--- config.mk ---
export PLATFORM = sky130hd
export DESIGN_NAME = celownik_draw_flat
export DESIGN_NICKNAME = d
export VERILOG_FILES = /design/src/rtl/celownik_draw_if.sv /design/src/rtl/celownik_draw.sv /design/src/flat_wrapper.sv
export SDC_FILE = /design/constraint.sdc
export NUM_CORES = 1
export LEC_CHECK = 0
export BUFFER_PORTS_ARGS = -buffer_cell sky130_fd_sc_hd__buf_4
export CAP_MARGIN = 20
export CORE_MARGIN = 8
export CORE_UTILIZATION = 47
export DETAILED_ROUTE_END_ITERATION = 10
export GPL_TIMING_DRIVEN = 0
export PLACE_DENSITY = 0.84
export SKIP_CTS_REPAIR_TIMING = 1
export SLEW_MARGIN = 20
export SYNTH_ARGS = -nofsm -noshare
export SYNTH_HDL_FRONTEND = slang
export SYNTH_SLANG_ARGS = --single-unit
--- constraint.sdc ---
create_clock -name clk -period 4.34 [get_ports clk]
set_input_delay 1.085 -clock clk [delete_from_list [all_inputs] [get_ports clk]]
set_output_delay 1.085 -clock clk [all_outputs]
set_load 0.01 [all_outputs]
--- src/rtl/celownik_draw_if.sv ---
// Pixel-stream bus for the crosshair overlay stage.
// Carries the incoming VGA timing/colour, the mouse position, the ROM
// address/data pair and the delayed, composited VGA timing/colour.
//   slave  : the overlay block (consumes *_in, xpos, ypos, rom_rgb)
//   master : the surrounding system (drives *_in, xpos, ypos, rom_rgb)
interface celownik_draw_if;
  logic [10:0] hcount_in;
  logic        hsync_in;
  logic        hblnk_in;
  logic [10:0] vcount_in;
  logic        vsync_in;
  logic        vblnk_in;
  logic [11:0] rgb_in;
  logic [11:0] xpos;
  logic [11:0] ypos;
  logic [11:0] rom_addr;
  logic [11:0] rom_rgb;
  logic [10:0] hcount_out;
  logic        hsync_out;
  logic        hblnk_out;
  logic [10:0] vcount_out;
  logic        vsync_out;
  logic        vblnk_out;
  logic [11:0] rgb_out;

  modport slave (
    input  hcount_in, hsync_in, hblnk_in, vcount_in, vsync_in, vblnk_in,
    input  rgb_in, xpos, ypos, rom_rgb,
    output rom_addr, hcount_out, hsync_out, hblnk_out, vcount_out,
    output vsync_out, vblnk_out, rgb_out
  );

  modport master (
    output hcount_in, hsync_in, hblnk_in, vcount_in, vsync_in, vblnk_in,
    output rgb_in, xpos, ypos, rom_rgb,
    input  rom_addr, hcount_out, hsync_out, hblnk_out, vcount_out,
    input  vsync_out, vblnk_out, rgb_out
  );
endinterface

--- src/rtl/celownik_draw.sv ---
// Crosshair overlay: addresses a 64x64 12-bit image ROM around the mouse
// position and composites it onto the VGA pixel stream.
// Ports:
//   clk, rst : pixel clock, asynchronous active-high reset
//   bus      : celownik_draw_if.slave (timing/colour in, position,
//              rom_addr/rom_rgb, timing/colour out delayed by 2 cycles)
// The image ROM has a registered read, so its output register acts as the
// colour's second pipeline stage; the final select only muxes registered
// values so every *_out port carries exactly two cycles of latency.
module celownik_draw #(
  parameter int unsigned CENTER_X  = 32,
  parameter int unsigned CENTER_Y  = 32,
  parameter logic [11:0] KEY_COLOR = 12'hF0F
) (
  input logic            clk,
  input logic            rst,
  celownik_draw_if.slave bus
);

  localparam int unsigned REL_W = 14;

  logic        vblnk_d;
  logic [11:0] xpos_l;
  logic [11:0] ypos_l;

  logic [REL_W-1:0] rel_x;
  logic [REL_W-1:0] rel_y;
  logic             in_win;

  logic [10:0] hcount_d1, vcount_d1;
  logic        hsync_d1, hblnk_d1, vsync_d1, vblnk_d1;
  logic        in_win_d1, blank_d1;
  logic [11:0] rgb_d1;

  logic        in_win_d2, blank_d2;
  logic [11:0] rgb_d2;

  // Position latch: sampled only on a rising vblnk edge to avoid tearing.
  always_ff @(posedge clk or posedge rst) begin
    if (rst) begin
      vblnk_d <= 1'b0;
      xpos_l  <= 12'd0;
      ypos_l  <= 12'd0;
    end else begin
      vblnk_d <= bus.vblnk_in;
      if (bus.vblnk_in && !vblnk_d) begin
        xpos_l <= bus.xpos;
        ypos_l <= bus.ypos;
      end
    end
  end

  // Image-relative coordinates; modular 14-bit maths, so a value in 0..63
  // is exactly one whose upper bits are all zero (negatives never alias in).
  always_comb begin
    rel_x  = REL_W'(bus.hcount_in) - REL_W'(xpos_l) + REL_W'(CENTER_X);
    rel_y  = REL_W'(bus.vcount_in) - REL_W'(ypos_l) + REL_W'(CENTER_Y);
    in_win = (rel_x[REL_W-1:6] == 8'd0) && (rel_y[REL_W-1:6] == 8'd0);
  end

  // Stage 1: ROM address plus registered copies of everything else.
  always_ff @(posedge clk or posedge rst) begin
    if (rst) begin
      bus.rom_addr <= 12'd0;
      hcount_d1    <= 11'd0;
      vcount_d1    <= 11'd0;
      hsync_d1     <= 1'b0;
      hblnk_d1     <= 1'b0;
      vsync_d1     <= 1'b0;
      vblnk_d1     <= 1'b0;
      in_win_d1    <= 1'b0;
      blank_d1     <= 1'b0;
      rgb_d1       <= 12'd0;
    end else begin
      bus.rom_addr <= {rel_y[5:0], rel_x[5:0]};
      hcount_d1    <= bus.hcount_in;
      vcount_d1    <= bus.vcount_in;
      hsync_d1     <= bus.hsync_in;
      hblnk_d1     <= bus.hblnk_in;
      vsync_d1     <= bus.vsync_in;
      vblnk_d1     <= bus.vblnk_in;
      in_win_d1    <= in_win;
      blank_d1     <= bus.hblnk_in | bus.vblnk_in;
      rgb_d1       <= bus.rgb_in;
    end
  end

  // Stage 2: timing outputs and the composite selects, in step with rom_rgb.
  always_ff @(posedge clk or posedge rst) begin
    if (rst) begin
      bus.hcount_out <= 11'd0;
      bus.vcount_out <= 11'd0;
      bus.hsync_out  <= 1'b0;
      bus.hblnk_out  <= 1'b0;
      bus.vsync_out  <= 1'b0;
      bus.vblnk_out  <= 1'b0;
      in_win_d2      <= 1'b0;
      blank_d2       <= 1'b0;
      rgb_d2         <= 12'd0;
    end else begin
      bus.hcount_out <= hcount_d1;
      bus.vcount_out <= vcount_d1;
      bus.hsync_out  <= hsync_d1;
      bus.hblnk_out  <= hblnk_d1;
      bus.vsync_out  <= vsync_d1;
      bus.vblnk_out  <= vblnk_d1;
      in_win_d2      <= in_win_d1;
      blank_d2       <= blank_d1;
      rgb_d2         <= rgb_d1;
    end
  end

  // Composite: black in blanking, ROM pixel unless transparent, else background.
  always_comb begin
    bus.rgb_out = rgb_d2;
    if (blank_d2) begin
      bus.rgb_out = 12'd0;
    end else if (in_win_d2 && (bus.rom_rgb != KEY_COLOR)) begin
      bus.rgb_out = bus.rom_rgb;
    end
  end

endmodule

--- src/flat_wrapper.sv ---
// flat-port wrapper written by rule: the top's interface ports become plain ports
module celownik_draw_flat 
#(
  parameter int unsigned CENTER_X  = 32,
  parameter int unsigned CENTER_Y  = 32,
  parameter logic [11:0] KEY_COLOR = 12'hF0F
)
  (clk, rst, bus_hcount_in, bus_hsync_in, bus_hblnk_in, bus_vcount_in, bus_vsync_in, bus_vblnk_in, bus_rgb_in, bus_xpos, bus_ypos, bus_rom_rgb, bus_rom_addr, bus_hcount_out, bus_hsync_out, bus_hblnk_out, bus_vcount_out, bus_vsync_out, bus_vblnk_out, bus_rgb_out);
  celownik_draw_if bus_i ();
  input logic clk;
  input logic rst;
  input wire logic [$bits(bus_i.hcount_in)-1:0] bus_hcount_in;
  input wire logic [$bits(bus_i.hsync_in)-1:0] bus_hsync_in;
  input wire logic [$bits(bus_i.hblnk_in)-1:0] bus_hblnk_in;
  input wire logic [$bits(bus_i.vcount_in)-1:0] bus_vcount_in;
  input wire logic [$bits(bus_i.vsync_in)-1:0] bus_vsync_in;
  input wire logic [$bits(bus_i.vblnk_in)-1:0] bus_vblnk_in;
  input wire logic [$bits(bus_i.rgb_in)-1:0] bus_rgb_in;
  input wire logic [$bits(bus_i.xpos)-1:0] bus_xpos;
  input wire logic [$bits(bus_i.ypos)-1:0] bus_ypos;
  input wire logic [$bits(bus_i.rom_rgb)-1:0] bus_rom_rgb;
  output wire logic [$bits(bus_i.rom_addr)-1:0] bus_rom_addr;
  output wire logic [$bits(bus_i.hcount_out)-1:0] bus_hcount_out;
  output wire logic [$bits(bus_i.hsync_out)-1:0] bus_hsync_out;
  output wire logic [$bits(bus_i.hblnk_out)-1:0] bus_hblnk_out;
  output wire logic [$bits(bus_i.vcount_out)-1:0] bus_vcount_out;
  output wire logic [$bits(bus_i.vsync_out)-1:0] bus_vsync_out;
  output wire logic [$bits(bus_i.vblnk_out)-1:0] bus_vblnk_out;
  output wire logic [$bits(bus_i.rgb_out)-1:0] bus_rgb_out;
  assign bus_i.hcount_in = bus_hcount_in;
  assign bus_i.hsync_in = bus_hsync_in;
  assign bus_i.hblnk_in = bus_hblnk_in;
  assign bus_i.vcount_in = bus_vcount_in;
  assign bus_i.vsync_in = bus_vsync_in;
  assign bus_i.vblnk_in = bus_vblnk_in;
  assign bus_i.rgb_in = bus_rgb_in;
  assign bus_i.xpos = bus_xpos;
  assign bus_i.ypos = bus_ypos;
  assign bus_i.rom_rgb = bus_rom_rgb;
  assign bus_rom_addr = bus_i.rom_addr;
  assign bus_hcount_out = bus_i.hcount_out;
  assign bus_hsync_out = bus_i.hsync_out;
  assign bus_hblnk_out = bus_i.hblnk_out;
  assign bus_vcount_out = bus_i.vcount_out;
  assign bus_vsync_out = bus_i.vsync_out;
  assign bus_vblnk_out = bus_i.vblnk_out;
  assign bus_rgb_out = bus_i.rgb_out;
  celownik_draw #(.CENTER_X(CENTER_X), .CENTER_Y(CENTER_Y), .KEY_COLOR(KEY_COLOR)) u_core (.clk(clk), .rst(rst), .bus(bus_i));
endmodule
Word-level counts from Yosys, hierarchy flattened
Index checks and enable logic that the tools add are counted.
- bits of input ports: 76
- bits in writable memories: 0
- output and inout bits: 50
- bits in registers: 116
- ROM bits: 0
- memories: 0
- latch bits: 0
- logic and storage cells: 35
- div/mod/pow operators: 0
- eq/ne operators: 1
- add/sub/neg operators: 4
- shifts and indexed selects: 0
- multipliers: 0
- reduce and logical (&&, ||, !) cells: 6
- multiplexer cells: 2
- bitwise logic cells: 1
- order comparisons: 0
- operators by type and width (kind ; count):
    adder 14 x 6 -> 14 bit (second input constant) ; 2
    subtractor 11 x 12 -> 13 bit ; 2
    two-way mux 12 bit ; 2
    zero test 8 bit ; 2
    inequality test 12 bit (second input constant) ; 1
    logical AND 1 bit ; 3
    zero test 1 bit ; 1
    OR 1 bit ; 1

Logic depth before layout (Yosys ltp)
Gate-level depths: netlist (run 1).
- word-level depth: 4
- gate-level depth with buffers: 13
- mapped depth without buffers: 13

Worst setup path after synthesis (run 1)
No wires, ideal clock.
- path kind: input to register
- start: in bus_vcount_in[0]
- end: reg u_core.in_win_d1
- arrival time: 3.678 ns
- buffers on the path: 0
- setup slack: 0.567 ns
- stages: 13
- data required time: 4.244 ns
- setup time: 0.096 ns
- path through: inv_1 > ha_1 > inv_1 > fa_1 > a21oi_1 > o21ai_1 > a21oi_1 > o21ai_2 > a221o_2 > mux2i_1 > a2111o_1 > a211o_1 > a311oi_2
- cells in the longest elaborated chain, start to end: 4
- ends and longest elaborated chain (element ; RTL line ; source):
    start: declaration ; flat_wrapper.sv:15 ; input wire logic [$bits(bus_i.vcount_in)-1:0] bus_vcount_in;
    subtractor 11 x 12 -> 13 bit ; celownik_draw.sv:57 ; rel_y = REL_W'(bus.vcount_in) - REL_W'(ypos_l) + REL_W'(CENTER_Y);
    adder 14 x 6 -> 14 bit ; celownik_draw.sv:57 ;
    zero test 8 bit ; celownik_draw.sv:58 ; in_win = (rel_x[REL_W-1:6] == 8'd0) && (rel_y[REL_W-1:6] == 8'd0);
    logical AND 1 bit ; celownik_draw.sv:58 ;
    via u_core.in_win ; celownik_draw.sv:28 ; logic in_win;
    end signal: assignment ; celownik_draw.sv:82 ; in_win_d1 <= in_win;
    end: declaration ; celownik_draw.sv:32 ; logic in_win_d1, blank_d1;
The timed path passes the listed nets, and every way through them passes these cells.
A chain may end at the register's enable or synchronous reset.

Worst setup path in the final report (run 1)
- start: in bus_rom_rgb[7]
- end: out bus_rgb_out[10]
- cells in the longest elaborated chain, start to end: 4
- ends and longest elaborated chain (element ; RTL line ; source):
    start: declaration ; flat_wrapper.sv:21 ; input wire logic [$bits(bus_i.rom_rgb)-1:0] bus_rom_rgb;
    inequality test 12 bit ; celownik_draw.sv:118 ; end else if (in_win_d2 && (bus.rom_rgb != KEY_COLOR)) begin
    logical AND 1 bit ; celownik_draw.sv:118 ;
    two-way mux 12 bit ; celownik_draw.sv:118 ;
    two-way mux 12 bit ; celownik_draw.sv:116 ; if (blank_d2) begin
    end: declaration ; flat_wrapper.sv:29 ; output wire logic [$bits(bus_i.rgb_out)-1:0] bus_rgb_out;
Every way passes these cells.

==> results_dict.tcl, run 1 <==
set metrics [dict create \
    finalHoldViolCount 0 \
    drtAntennaViolNets 0 \
    setup_violations 0 \
    setup_ws_ns 0.300 \
    drt_wl_total_mm 10.5 \
    crit_path_max_fanout 10 \
    period_minus_slack_ns 4.04 \
    cts_tree "built" \
    cts.sinks 116 \
    drt_first_iter_violations 148 \
    core_sq_um 9680 \
    intPower_mw 2.20 \
    power_switching_mw 0.786 \
    yosysTopAreaCell "dfrtp_1" \
    endpoint_kind "primary output" \
    clkLatencyLatePin_ns 0.50 \
    required_ns 3.25 \
    seq_area_frac_synth_pct 62.3 \
    drtPass1Iterations 4 \
    slew_violations 0 \
    final_core_util_pct 65.1 \
    pre_cts_ws_ns 0.210 \
    clkTransAtPathRegs_ns 0.05 \
    vias 3303 \
    gp_congestion 0.930 \
    synth_top_cells_by_count "dfrtp_1, inv_1, nand2_1" \
    fp.dieH_um 116 \
    sequentialPowerShare_pct 40.6 \
    clockBufferDepth 2 \
    postSynthAreaPerCell_sq_um 12.3 \
    synth_ff_type "dfrtp_1" \
    synthArstFlopShare_pct 100 \
    setup-tns-final_ns 0 \
    fin_skew_ns 0.00640 \
    grt_start_max_net_pins 72 \
    nFillCells 732 \
    fin_cells 668 \
    yosys-top-cells-area "dfrtp_1, ha_1, mux2i_1, inv_1, nand2_1" \
    die_area_sq_um 13400 \
    synthCells 379 \
    grt_pass1_vias 3618 \
    synth_edf_count 0 \
    p_comb_share_pct 20.8 \
    min_from "u_core.vcount_d1[5]$_DFF_PP0_" \
    power.share.clock_pct 38.6 \
    rsz0062_at_grt "no" \
    dp.cells 638 \
    diodes 0 \
    syn_nets 481 \
    rows 36 \
    synth_top_area_share_pct 62.3 \
    slew-limit-headroom_pct 58.8 \
    nets 626 \
    p_per_area_nw_per_um2 474 \
    peakVddDrop_mv 0.207 \
    wl_per_cell_um 15.8 \
    root_buffer "clkbuf_8" \
    min_to "u_core.bus.vcount_out[5]$_DFF_PP0_" \
    place_area_sq_um 5800 \
    drive_above_1_share_pct 32.0 \
    fp.dieW_um 116 \
    ys_ff_latch 116 \
    arrival_ns 2.95 \
    grt_overflow 0 \
    r2r-end "u_core.in_win_d1$_DFF_PP0_" \
    cap_violations 0 \
    fmax_ghz 0.248 \
    grt_antenna_before_repair 0 \
    reg2reg_depth 12 \
    portBuffers 125 \
    hp-class "register to register" \
    start_util_pct 48.1 \
    synthesis.area_sq_um 4660 \
    yosysMostFrequentCell "dfrtp_1" \
    holdPathStages 0 \
    drcViolationCount 0 \
    worst_pin_slew_ns 0.618 \
    p_leak_nw 3.08 \
    sw_frac_of_total_pct 26.3 \
    grt_first_pass_wirelength_mm 17.2 \
    synthDistinctLibCells 52 \
    criticalPathCategory "primary input to primary output" \
    outcome "finished, final reports clean" \
    r2r-start "u_core.xpos_l[0]$_DFFE_PP0P_" \
    area_growth_pct 35.2 \
    avgViaCountPerCell 4.94 \
    htreeDepth 4 \
    numCtsBuffers 17 \
    startpoint_type "primary input" \
    fin_crit_sh_pct 93.1 \
    io_pins 126 \
    reg2reg_slack_ns 0.99 \
    synth_warnings 0 \
    stdcell_area_sq_um 6300 \
    hpwl_mm 7.90 \
    grt_usage_pct 16.7 \
]
[logic make-up (layout without fill, tap and decap cells)]
kind of cell,count (synthesis),after routing,share of synthesized area [%]
DFF,116,116,62.3
and+or+nand+nor,84,84,8.59
AOI/OAI and AO/OA,74,74,10.7
buffers and inverters,44,200,3.70
adders and majority gates,26,26,7.30
muxes,20,20,4.43
xor gates and xnor gates,15,15,2.98
[layout make-up]
cell class              instances  area, sq um  area share (%)
multi-input cells             219         1590            25.2
clock inverters                 5         27.5           0.437
well taps                     133          166            2.64
plain buffers                   8         37.5           0.596
flip-flops and latches        116         2900            46.1
clock buffers                  25          474            7.53
inverters                      36          140            2.22
repair buffers                126          966            15.3
[worst max-delay path by stage]
stage / from / end / cells past startpoint
after CTS: bus_rom_rgb[7] / bus_rgb_out[10] / 7
after global placement: rst / u_core.vcount_d1[9]$_DFF_PP0_ / 2
after floorplan: rst / u_core.blank_d1$_DFF_PP0_ / 1
final: bus_rom_rgb[7] / bus_rgb_out[10] / 7
after detailed placement: bus_vcount_in[0] / u_core.in_win_d1$_DFF_PP0_ / 14
after global routing: bus_rom_rgb[7] / bus_rgb_out[9] / 7
[placed cells by master, fill, tap and decap left out, drive strengths merged, types with 3 or more instances in the layout]
| master | synthesis | routed |
|---|---|---|
| a21o | 3 | 3 |
| a21oi | 14 | 14 |
| a22oi | 3 | 3 |
| buf | 0 | 126 |
| clkbuf | 7 | 32 |
| clkinv | 0 | 4 |
| dfrtp | 116 | 116 |
| ha | 24 | 24 |
| inv | 36 | 36 |
| mux2 | 5 | 5 |
| mux2i | 15 | 15 |
| nand2 | 33 | 33 |
| nand3b | 3 | 3 |
| nor2 | 24 | 24 |
| nor2b | 5 | 5 |
| nor3 | 4 | 4 |
| o2111ai | 4 | 4 |
| o21a | 7 | 7 |
| o21ai | 27 | 27 |
| xnor2 | 6 | 6 |
| xor2 | 9 | 9 |
[per-layer routing]
layer / up-vias / wire, um / GRT usage [%]
li1: 1583 / - / -
met1: 1602 / 4240 / 19.0
met2: 102 / 5450 / 29.0
met3: 16 / 651 / 3.70
met4: 0 / 204 / 8.14
met5: - / 0 / 0
[state kept, by name, indices dropped and copies added, names as in the netlist, 11 cells and up]
name / cells
u_core.ypos_l: 12
u_core.bus.vcount_out: 11
u_core.vcount_d1: 11
u_core.bus.hcount_out: 11
u_core.rgb_d2: 12
u_core.bus.rom_addr: 12
u_core.rgb_d1: 12
u_core.xpos_l: 12
u_core.hcount_d1: 11
[metrics by stage]
stage	power [mW]	hold WS [ns]
2_1_floorplan	1.61	0.331
3_3_place_gp	1.81	0.331
3_5_place_dp	1.85	0.335
4_1_cts	3.03	0.341
5_1_grt	3.15	0.341
6_report	2.99	0.340
[power groups by stage]
stage / Clock [mW] / Combinational (mW) / Sequential [mW]
final: 1.15 / 0.622 / 1.21
after global routing: 1.24 / 0.687 / 1.22
after CTS: 1.18 / 0.626 / 1.22
after detailed placement: 0 / 0.614 / 1.23
after global placement: 0 / 0.582 / 1.23
after floorplan: 0 / 0.360 / 1.25
[critical path: stages]
cell	delay, ns
buf_4	0.11
nand4bb_1	0.22
o31ai_1	0.50
clkbuf_1	0.54
mux2i_1	0.28
nor2_1	0.06
buf_4	0.16
(Power assumes the default switching activity.)
==> inputs of run 2 (changes only) <==
Settings changed: CORE_UTILIZATION 47 to 55, PLACE_DENSITY 0.84 to 0.91, SKIP_LAST_GASP set to 1.
Clock period 4.34 ns to 4.89 ns, I/O delays scaled along.
==> results_dict.tcl, run 2 (same netlist as run 1, synthesis figures left out) <==
set metrics [dict create \
    hpwl_mm 8.22 \
    core_sq_um 8220 \
    area_growth_pct 35.7 \
    worst_pin_slew_ns 0.624 \
    setup-tns-final_ns 0 \
    cts.sinks 116 \
    wl_per_cell_um 18.0 \
    grt_pass1_vias 3682 \
    drive_above_1_share_pct 32.8 \
    crit_path_max_fanout 10 \
    final_cell_mix "buf_4, dfrtp_1, inv_1" \
    fp.dieW_um 108 \
    reg2reg_slack_ns 1.42 \
    drt_wl_total_mm 11.6 \
    startpoint_type "primary input" \
    hp-class "register to register" \
    htreeDepth 4 \
    drcViolationCount 0 \
    diodes 0 \
    root_buffer "clkbuf_8" \
    cts_tree "built" \
    drtPass1Iterations 4 \
    gp_congestion 0.824 \
    slew_violations 0 \
    layout_commonest_cell "buf_4" \
    stdcell_area_sq_um 6330 \
    criticalPathCategory "primary input to primary output" \
    drtAntennaViolNets 0 \
    power.share.clock_pct 41.5 \
    fmax_ghz 0.235 \
    p_comb_share_pct 20.1 \
    grt_usage_pct 20.2 \
    rows 33 \
    p_leak_nw 3.10 \
    clkLatencyLatePin_ns 0.51 \
    final_core_util_pct 77.0 \
    period_minus_slack_ns 4.25 \
    avgViaCountPerCell 5.31 \
    p_per_area_nw_per_um2 444 \
    fp.dieH_um 108 \
    cap_violations 0 \
    clkTransAtPathRegs_ns 0.06 \
    numCtsBuffers 17 \
    setup_violations 0 \
    clockBufferDepth 2 \
    required_ns 3.67 \
    nets 626 \
    outcome "finished, final reports clean" \
    grt_start_max_net_pins 79 \
    vias 3402 \
    sequentialPowerShare_pct 38.4 \
    start_util_pct 56.7 \
    fin_crit_sh_pct 86.9 \
    drt_first_iter_violations 175 \
    finalHoldViolCount 0 \
    sw_frac_of_total_pct 27.4 \
    intPower_mw 2.04 \
    slew-limit-headroom_pct 58.4 \
    holdWs_ns 0.346 \
    endpoint_kind "primary output" \
    fin_skew_ns 0.00857 \
    place_area_sq_um 5760 \
    die_area_sq_um 11700 \
    rsz0062_at_grt "no" \
    io_pins 126 \
    grt_overflow 0 \
    portBuffers 125 \
    arrival_ns 3.03 \
    grt_antenna_before_repair 0 \
    peakVddDrop_mv 0.314 \
    power_switching_mw 0.769 \
    grt_first_pass_wirelength_mm 18.1 \
]
-- run 2: power by group through the flow --
| stage | combinational [mW] | sequential, mW | clock [mW] |
|---|---|---|---|
| global placement | 0.516 | 1.09 | 0 |
| floorplan | 0.320 | 1.11 | 0 |
| global route | 0.616 | 1.09 | 1.22 |
| detailed placement | 0.550 | 1.09 | 0 |
| CTS | 0.562 | 1.08 | 1.18 |
| finish | 0.564 | 1.08 | 1.17 |
-- run 2: layout make-up --
class,count,area (sq um)
Buffer,8,37.5
Clock buffer,19,432
Clock inverter,12,131
Fill cell,518,1890
Inverter,36,140
Multi-Input combinational cell,219,1590
Sequential cell,116,2900
Tap cell,105,131
Timing Repair Buffer,126,966
-- run 2: per-layer routing --
metal	GRT usage (%)	up-vias	share of wire [%]
li1	-	1582	-
met1	21.7	1654	38
met2	36.1	129	53
met3	4.58	37	6.0
met4	11.0	0	3.2
met5	0	-	0
-- run 2: through the flow --
stage / worst slack [ns] / power, mW / std cells
global placement: -0.435 / 1.61 / 609
floorplan: 0.595 / 1.43 / 379
finish: 0.639 / 2.81 / 641
global route: 0.495 / 2.93 / 641
CTS: 0.646 / 2.82 / 641
detailed placement: 0.537 / 1.64 / 610
-- run 2: critical path, stage by stage --
cell,delay [ns]
buf_4,0.11
nand4bb_1,0.19
o31ai_1,0.48
clkbuf_1,0.54
mux2i_1,0.26
nor2_1,0.06
buf_4,0.16
-- run 2: worst paths after layout --
kind                                               from                                  to  cells after the start
max in group asynchronous                           rst  u_core.bus.vcount_out[3]$_DFF_PP0_                      3
hold / removal                u_core.vsync_d1$_DFF_PP0_      u_core.bus.vsync_out$_DFF_PP0_                      0
setup reg to reg           u_core.xpos_l[0]$_DFFE_PP0P_          u_core.in_win_d1$_DFF_PP0_                     12
hold reg to reg               u_core.vsync_d1$_DFF_PP0_      u_core.bus.vsync_out$_DFF_PP0_                      0
min in group asynchronous                           rst  u_core.bus.hcount_out[1]$_DFF_PP0_                      2
setup / recovery                         bus_rom_rgb[7]                      bus_rgb_out[7]                      7
==> inputs of run 3 (changes only) <==
Settings changed: CELL_PAD_IN_SITES_DETAIL_PLACEMENT set to 0, CELL_PAD_IN_SITES_GLOBAL_PLACEMENT set to 1, CORE_UTILIZATION 55 to 44, PLACE_DENSITY 0.91 to 0.92.
==> results_dict.tcl, run 3 (same netlist as run 1, synthesis figures left out) <==
set metrics [dict create \
    grt_overflow 0 \
    clkTransAtPathRegs_ns 0.05 \
    cts_tree "built" \
    area_growth_pct 36.9 \
    grt_usage_pct 15.8 \
    p_per_area_nw_per_um2 442 \
    slew_violations 0 \
    root_buffer "clkbuf_8" \
    fp.dieW_um 119 \
    grt_pass1_vias 3573 \
    stdcell_area_sq_um 6380 \
    startpoint_type "primary input" \
    nets 626 \
    fin_skew_ns 0.00758 \
    wl_per_cell_um 16.1 \
    slew-limit-headroom_pct 56.5 \
    worst_pin_slew_ns 0.653 \
    grt_antenna_before_repair 0 \
    arrival_ns 3.06 \
    gp_congestion 0.841 \
    power.share.clock_pct 42.4 \
    drt_first_iter_violations 169 \
    place_area_sq_um 5800 \
    htreeDepth 4 \
    vias 3319 \
    required_ns 3.67 \
    rows 37 \
    period_minus_slack_ns 4.28 \
    nFillCells 834 \
    holdWs_ns 0.343 \
    drtPass1Iterations 4 \
    fp.dieH_um 119 \
    outcome "finished, final reports clean" \
    p_comb_share_pct 19.4 \
    drtAntennaViolNets 0 \
    drcViolationCount 0 \
    top_layer "met4" \
    diodes 0 \
    die_area_sq_um 14100 \
    setup_violations 0 \
    fmax_ghz 0.233 \
    crit_path_max_fanout 10 \
    cap_violations 0 \
    drive_above_1_share_pct 32.6 \
    peakVddDrop_mv 0.209 \
    p_leak_nw 3.12 \
    hp-class "register to register" \
    met3_length_um 708 \
    grt_start_max_net_pins 82 \
    clkLatencyLatePin_ns 0.51 \
    criticalPathCategory "primary input to primary output" \
    clockBufferDepth 2 \
    start_util_pct 45.2 \
    rsz0062_at_grt "no" \
    io_pins 126 \
    intPower_mw 2.10 \
    fin_crit_sh_pct 87.6 \
    hpwl_mm 7.98 \
    endpoint_kind "primary output" \
    portBuffers 125 \
    avgViaCountPerCell 4.94 \
    grt_first_pass_wirelength_mm 17.7 \
    finalHoldViolCount 0 \
    power_switching_mw 0.721 \
    layout_commonest_cell "buf_4" \
    drt_wl_total_mm 10.8 \
    numCtsBuffers 17 \
    core_sq_um 10300 \
    sw_frac_of_total_pct 25.6 \
    sequentialPowerShare_pct 38.2 \
    cts.sinks 116 \
    wl_met2_mm 5.53 \
    final_cell_mix "buf_4, dfrtp_1, inv_1" \
    m1WireLength_mm 4.37 \
]
## run 3: worst max-delay path, stage by stage
cell       delay, ns
buf_4           0.11
nand4bb_1       0.20
o31ai_1         0.46
clkbuf_1        0.56
mux2i_1         0.28
nor2_1          0.06
buf_4           0.16
## run 3: power by group through the flow
stage | logic [mW] | clock network, mW | registers, mW
finish | 0.546 | 1.20 | 1.08
global route | 0.609 | 1.28 | 1.09
CTS | 0.550 | 1.22 | 1.08
detailed placement | 0.544 | 0 | 1.09
global placement | 0.524 | 0 | 1.09
floorplan | 0.320 | 0 | 1.11
## run 3: worst paths after layout
kind	to	slack, ns	from	cells past startpoint
worst min register to register	u_core.rgb_d2[7]$_DFF_PP0_	0.34	u_core.rgb_d1[7]$_DFF_PP0_	0
worst max register to register	u_core.in_win_d1$_DFF_PP0_	1.55	u_core.ypos_l[0]$_DFFE_PP0P_	12
min in group asynchronous	u_core.vcount_d1[3]$_DFF_PP0_	0.70	rst	2
worst max-delay path	bus_rgb_out[10]	0.61	bus_rom_rgb[7]	7
worst min-delay path	u_core.rgb_d2[7]$_DFF_PP0_	0.34	u_core.rgb_d1[7]$_DFF_PP0_	0
max in group asynchronous	u_core.rgb_d1[7]$_DFF_PP0_	3.51	rst	3
## run 3: metrics by stage
stage | power (mW) | setup slack [ns] | std cells | setup TNS, ns | utilization, %
2_1_floorplan | 1.43 | 0.595 | 379 | 0 | -
3_3_place_gp | 1.61 | -0.486 | 640 | -55.24 | 55.9
3_5_place_dp | 1.64 | 0.549 | 641 | 0 | 56.2
4_1_cts | 2.85 | 0.611 | 672 | 0 | 61.8
5_1_grt | 2.97 | 0.425 | 672 | 0 | 61.8
6_report | 2.82 | 0.606 | 672 | 0 | 61.8
## run 3: metal layers
metal | track usage (%) | vias to the layer above
li1 | - | 1576
met2 | 26.7 | 111
met5 | 0 | -
met4 | 6.48 | 0
met3 | 6.00 | 16
met1 | 17.7 | 1616
## run 3: cell type report
class	instances	area (sq um)	area share (%)
sequential	116	2900	45.5
multi-input combinational	219	1590	24.9
timing repair buffer	126	966	15.1
clock inverter	10	131	2.06
inverter	36	140	2.20
clock buffer	21	449	7.04
buffer	8	37.5	0.588
tap	136	170	2.67
